`src/rtl/timer_share_ctrl.sv`:
```
// Round-robin sequencer that lends one timer_peripheral to NUM_REQ requesters as a one-shot delay.
// It programs the timer over its MMIO port, then waits for expiry or a cancel and reports back.
module timer_share_ctrl #(
  parameter int          NUM_REQ    = 4,
  parameter logic [31:0] TIMER_BASE = 32'h80000020
) (
  input  logic                    clk,
  input  logic                    resetn,
  input  logic [NUM_REQ-1:0]      req,
  input  logic [16*NUM_REQ-1:0]   req_psc,
  input  logic [32*NUM_REQ-1:0]   req_arr,
  output logic [NUM_REQ-1:0]      gnt,
  output logic [NUM_REQ-1:0]      done,
  output logic                    done_expired,
  output logic [31:0]             done_remain,
  output logic                    busy,
  output logic                    m_valid,
  output logic                    m_write,
  output logic [31:0]             m_addr,
  output logic [31:0]             m_wdata,
  output logic [3:0]              m_wstrb,
  input  logic [31:0]             m_rdata,
  input  logic                    m_ready,
  input  logic                    timer_irq
);

  localparam int IDXW = (NUM_REQ > 1) ? $clog2(NUM_REQ) : 1;
  localparam logic [NUM_REQ-1:0] ONE_HOT0 = {{(NUM_REQ-1){1'b0}}, 1'b1};

  localparam logic [31:0] OFF_CR  = 32'h00;
  localparam logic [31:0] OFF_SR  = 32'h04;
  localparam logic [31:0] OFF_PSC = 32'h08;
  localparam logic [31:0] OFF_ARR = 32'h0C;
  localparam logic [31:0] OFF_CNT = 32'h10;

  typedef enum logic [3:0] {
    IDLE, ARB, W_CR0, W_SR0, W_PSC, W_ARR, W_CREN,
    WAIT_IRQ, C_CR0, C_RD, CLR_SR, DONE
  } state_t;

  typedef struct packed {
    logic        valid;
    logic        write;
    logic [31:0] addr;
    logic [31:0] wdata;
    logic [3:0]  wstrb;
  } bus_t;

  function automatic bus_t busWrite(input logic [31:0] offset, input logic [31:0] data);
    bus_t b;
    b.valid = 1'b1;
    b.write = 1'b1;
    b.addr  = TIMER_BASE + offset;
    b.wdata = data;
    b.wstrb = 4'hF;
    return b;
  endfunction

  function automatic bus_t busRead(input logic [31:0] offset);
    bus_t b;
    b.valid = 1'b1;
    b.write = 1'b0;
    b.addr  = TIMER_BASE + offset;
    b.wdata = 32'h0;
    b.wstrb = 4'h0;
    return b;
  endfunction

  state_t              state_q;
  bus_t                bus_q;
  logic [IDXW-1:0]     ptr_q;
  logic [IDXW-1:0]     owner_q;
  logic [NUM_REQ-1:0]  gnt_q;
  logic [NUM_REQ-1:0]  done_q;
  logic [15:0]         psc_q;
  logic [31:0]         arr_q;
  logic                expired_q;
  logic [31:0]         remain_q;
  logic                doneExpired_q;
  logic [31:0]         doneRemain_q;

  logic                winFound_d;
  logic [IDXW-1:0]     winIdx_d;

  // Search starts just past the last winner, so a requester that keeps req high goes to the back.
  always_comb begin
    winFound_d = 1'b0;
    winIdx_d   = '0;
    for (int i = 1; i <= NUM_REQ; i++) begin
      if (!winFound_d && req[(int'(ptr_q) + i) % NUM_REQ]) begin
        winFound_d = 1'b1;
        winIdx_d   = IDXW'((int'(ptr_q) + i) % NUM_REQ);
      end
    end
  end

  always_ff @(posedge clk) begin
    if (!resetn) begin
      state_q       <= IDLE;
      bus_q         <= '0;
      ptr_q         <= '0;
      owner_q       <= '0;
      gnt_q         <= '0;
      done_q        <= '0;
      psc_q         <= '0;
      arr_q         <= '0;
      expired_q     <= 1'b0;
      remain_q      <= '0;
      doneExpired_q <= 1'b0;
      doneRemain_q  <= '0;
    end else begin
      case (state_q)
        IDLE: begin
          if (|req) state_q <= ARB;
        end
        ARB: begin
          if (winFound_d) begin
            ptr_q   <= winIdx_d;
            owner_q <= winIdx_d;
            gnt_q   <= ONE_HOT0 << winIdx_d;
            psc_q   <= req_psc[int'(winIdx_d)*16 +: 16];
            arr_q   <= req_arr[int'(winIdx_d)*32 +: 32];
            bus_q   <= busWrite(OFF_CR, 32'h0);
            state_q <= W_CR0;
          end else begin
            state_q <= IDLE;
          end
        end
        W_CR0: if (m_ready) begin
          bus_q   <= busWrite(OFF_SR, 32'h1);
          state_q <= W_SR0;
        end
        W_SR0: if (m_ready) begin
          bus_q   <= busWrite(OFF_PSC, {16'h0, psc_q});
          state_q <= W_PSC;
        end
        W_PSC: if (m_ready) begin
          bus_q   <= busWrite(OFF_ARR, arr_q);
          state_q <= W_ARR;
        end
        W_ARR: if (m_ready) begin
          bus_q   <= busWrite(OFF_CR, 32'h3);
          state_q <= W_CREN;
        end
        W_CREN: if (m_ready) begin
          bus_q   <= '0;
          state_q <= WAIT_IRQ;
        end
        // Expiry wins over a cancel seen in the same cycle; the timer has already stopped.
        WAIT_IRQ: begin
          if (timer_irq) begin
            expired_q <= 1'b1;
            remain_q  <= '0;
            bus_q     <= busWrite(OFF_SR, 32'h1);
            state_q   <= CLR_SR;
          end else if (!req[owner_q]) begin
            bus_q   <= busWrite(OFF_CR, 32'h0);
            state_q <= C_CR0;
          end
        end
        C_CR0: if (m_ready) begin
          bus_q   <= busRead(OFF_CNT);
          state_q <= C_RD;
        end
        C_RD: if (m_ready) begin
          expired_q <= 1'b0;
          remain_q  <= m_rdata;
          bus_q     <= busWrite(OFF_SR, 32'h1);
          state_q   <= CLR_SR;
        end
        CLR_SR: if (m_ready) begin
          bus_q         <= '0;
          done_q        <= gnt_q;
          doneExpired_q <= expired_q;
          doneRemain_q  <= remain_q;
          state_q       <= DONE;
        end
        DONE: begin
          done_q        <= '0;
          doneExpired_q <= 1'b0;
          doneRemain_q  <= '0;
          gnt_q         <= '0;
          state_q       <= (|req) ? ARB : IDLE;
        end
        default: state_q <= IDLE;
      endcase
    end
  end

  assign gnt          = gnt_q;
  assign done         = done_q;
  assign done_expired = doneExpired_q;
  assign done_remain  = doneRemain_q;
  assign busy         = (state_q != IDLE);
  assign m_valid      = bus_q.valid;
  assign m_write      = bus_q.write;
  assign m_addr       = bus_q.addr;
  assign m_wdata      = bus_q.wdata;
  assign m_wstrb      = bus_q.wstrb;

endmodule
```
`config.mk`:
```
export PLATFORM = sky130hd
export DESIGN_NAME = timer_share_ctrl
export DESIGN_NICKNAME = d
export VERILOG_FILES = /design/src/rtl/timer_share_ctrl.sv
export SDC_FILE = /design/constraint.sdc
export NUM_CORES = 1
export LEC_CHECK = 0
export ABC_AREA = 1
export CAP_MARGIN = 0
export CORE_UTILIZATION = 49
export CTS_BUF_LIST = sky130_fd_sc_hd__clkbuf_4
export CTS_CLUSTER_SIZE = 10
export DETAILED_ROUTE_END_ITERATION = 10
export PLACE_DENSITY = 0.95
export SKIP_LAST_GASP = 1
export SLEW_MARGIN = 10
export SYNTH_ARGS = -nofsm -noshare
export SYNTH_HDL_FRONTEND = slang
export SYNTH_SLANG_ARGS = --single-unit
```
`constraint.sdc`:
```
create_clock -name clk -period 5.25 [get_ports clk]
set_clock_uncertainty 0.1 [all_clocks]
set_input_delay 0.7875 -clock clk [delete_from_list [all_inputs] [get_ports clk]]
set_output_delay 0.7875 -clock clk [all_outputs]
set_load 0.02 [all_outputs]
```
==> impl_results.md <==
- Worst setup EP type: register
- Layout cells sized above 1: 0.0344
- XOR/XNOR Fraction of Synth Area: 0
- CTS Buf Count: 17
- Worst setup margin: 1.84 ns
- Cell Area, Synth: ~9000 µm²
- Layout Nets: approximately 1900
- DR vias: around 9800
- Layout fillers: approximately 1400
- Largest family of logic cells by synthesized area: simple AND/OR/NAND/NOR gates
- TritonCTS clock tree: yes
- DP Wirelength: ~20000 µm
- Final setup viols: 0
- Net Sw Power: between 2 and 3 mW
- Headroom to the max-slew limit: 0.211
- Sequential element share of the synthesized area: 0.372
- FMAX: roughly 290 MHz
- Final Hold Fails: 0
- Syn avg cell area: 6.37 µm²
- Worst endpoint required time: roughly 5.7 ns
- H-tree Lvls: 4
- Hold Path Class: register to register
- Pwr dens: roughly 500 nW/µm²
- GPL Wtd Cong: a little over 0.9
- #FFs+latches synth: between 150 and 200
- Clk pwr share: 0.141
- Post-layout min period: approximately 3.4 ns
- Post-CTS Resized: 0
- Total GRT Usage: 0.283
- Synth Area in Compound Gates: 0.193
- Max Slew Vio Count: 0
- Top cells by area, synth: dfxtp_1, inv_1, nand2_1, a21oi_1, o21ai_0
- Chip width: approximately 140 µm
- Crit path DAT: 3.84 ns
- WS Path Type: primary input to register
- IO Port Bufs: between 300 and 400
- Final wirelength: 26900 µm
- Clock sink count: 165
- Setup tns final: 0 ns
- Reg area: 3300 µm²
- Period utilization: 0.650
- Total power draw: 6.00 mW
- CP Max Fanout: 84
- Max VDD drop: approximately 0.61 mV
- Antenna Violating Nets Remaining: 0
- RSZ-0062 raised after global routing: no
- First-pass GRT wire length: approximately 40000 µm
- Global route overflow: 0
- Die footprint: around 19000 µm²
- Pre-antenna DRT Iters: 6
- Top FF cell, synth: dfxtp_1
- Post-synthesis adder-cell area fraction: 0
- Yosys top cell area share: 0.372
- Status: finished, final reports clean
- CTS clk-pin slew, worst paths: approximately 0.14 ns
- Pint: slightly above 3 mW
- Drt drc: 0
- Die height: 137 µm
- Syn Inst Count: ~1400
- Starting Density: 0.508
- Count leader, synth: inv_1
- Row count: between 40 and 50
- Leak: 5.23 nW
- Hold Slack: approximately 0.35 ns
- Post-synthesis mux area share: 0
- I/O pins: approximately 340
- Sequential power share: 0.275
- Post-synth EDFFs: 0
- Synth cell types: 33
- Async SR Flop Fraction: 0
- Vias in the first global route: 8854
- Post-Synth Simple-Gate Area: 0.241
- Leading area contributor after synthesis: dfxtp_1
- Switching part of the total: 0.484
- Root buf cell: clkbuf_4
- Placement Setup Slack: 1.31 ns
- Setup bufs post-CTS: 0
- WL/cell: between 10 and 15 µm
- Synth top cells by count: inv_1, nand2_1, dfxtp_1, a21oi_1, nor2_1
- Fin util: 0.697
- Worst skew pair latency: 0.57 ns
- Multi-input logic area: around 4000 µm²
- Synthesis-to-layout area growth: 37.1%
- Maximum clock insertion buffer count: 2
- Vias/cell: about 5.2
- Cts hold-fix bufs: 0
- Syn. warnings: 0
- Antenna violations before repair: 2
- Tightest Pin Transition: between 1 and 1.5 ns
- Starting DRT DRC Count: ~600
- Startpoint Class: primary input
- MaxCap Viol Count: 0
- Core Area: about 17000 µm²
- Comb pwr share: 0.583
- Largest net degree at the start of global routing: around 110
placed cells by master (no fill, tap or decap), types with 2 or more instances in the layout:
cell type and count:
buf_4 11, inv_1 265, nor3_1 2, inv_6 2, clkinv_1 3, nand2_2 3
o21ai_1 55, conb_1 27, nand3_1 93, a22oi_1 2, o21ai_0 97, diode_2 2
nand3_4 2, clkdlybuf4s50_1 316, clkbuf_4 17, bufinv_16 4, a21oi_1 163, clkinv_4 2
nor2_1 108, inv_4 2, clkinvlp_4 3, dfxtp_1 165, o22ai_1 14, inv_2 2
nand2_1 243, clkinv_2 2, nand4_1 38
stage by stage:
stage | instance area (µm²) | std cells
2_1_floorplan | 8970 | 1419
3_3_place_gp | 11800 | 1848
3_5_place_dp | 11800 | 1848
4_1_cts | 12200 | 1880
5_1_grt | 12200 | 1882
6_report | 12200 | 1882
flip-flops by register name, summed over array words and instances (netlist names):
name,flops
m_addr,4
done_expired,1
expired_q,1
state_q,4
gnt,4
done,4
m_wstrb,1
done_remain,32
psc_q,16
arr_q,32
remain_q,32
owner_q,2
m_wdata,32
path summary, 6_finish.rpt:
check	from	end	depth (start not counted)	slack, ns
setup / recovery	req[3]	arr_q[19]	12	1.84
hold / removal	done_remain[14]	done_remain[14]	2	0.35
setup reg to reg	owner_q[0]	arr_q[19]	13	1.87
hold reg to reg	done_remain[14]	done_remain[14]	2	0.35
logic make-up (layout without fill, tap and decap cells):
logic type | Yosys count | after routing
AO/OA/AOI/OAI | 336 | 336
buffers and inverters | 395 | 631
flip-flops | 165 | 165
other | 1 | 29
AND/OR/NAND/NOR | 496 | 496
critical path: stages:
cell and delay (ns):
clkdlybuf4s50_1 0.49, nand2_1 0.10, nand3_1 0.12, nand2_1 0.10, nand2_2 0.12, nand2_2 0.07, nand2_4 0.29, nand3_4 0.72
buf_12 0.49, o21ai_0 0.27, o21ai_0 0.11, nor2_1 0.11
metal layers:
metal,GRT usage,routed length [µm],vias to the layer above
met4,0.148,1180,0
met2,0.525,13700,482
met3,0.0719,2290,87
met5,0,0,-
li1,-,-,4830
met1,0.290,9740,4357
power by group through the flow:
stage,clock network (mW),registers (mW),logic [mW]
after floorplan,0,1.76,2.61
after global placement,0,1.67,3.37
after detailed placement,0,1.68,3.44
after CTS,0.858,1.65,3.46
after global routing,0.915,1.68,3.87
final,0.850,1.65,3.50
cell type report:
class | count | share of cell area
clock buffers | 17 | 0.0105
diodes | 2 | 0.000411
repair buffers | 328 | 0.268
flip-flops and latches | 165 | 0.271
inverters | 271 | 0.0840
multi-input cells | 859 | 0.326
well taps | 225 | 0.0231
clock inverters | 15 | 0.0167
(Power assumes the default switching activity.)
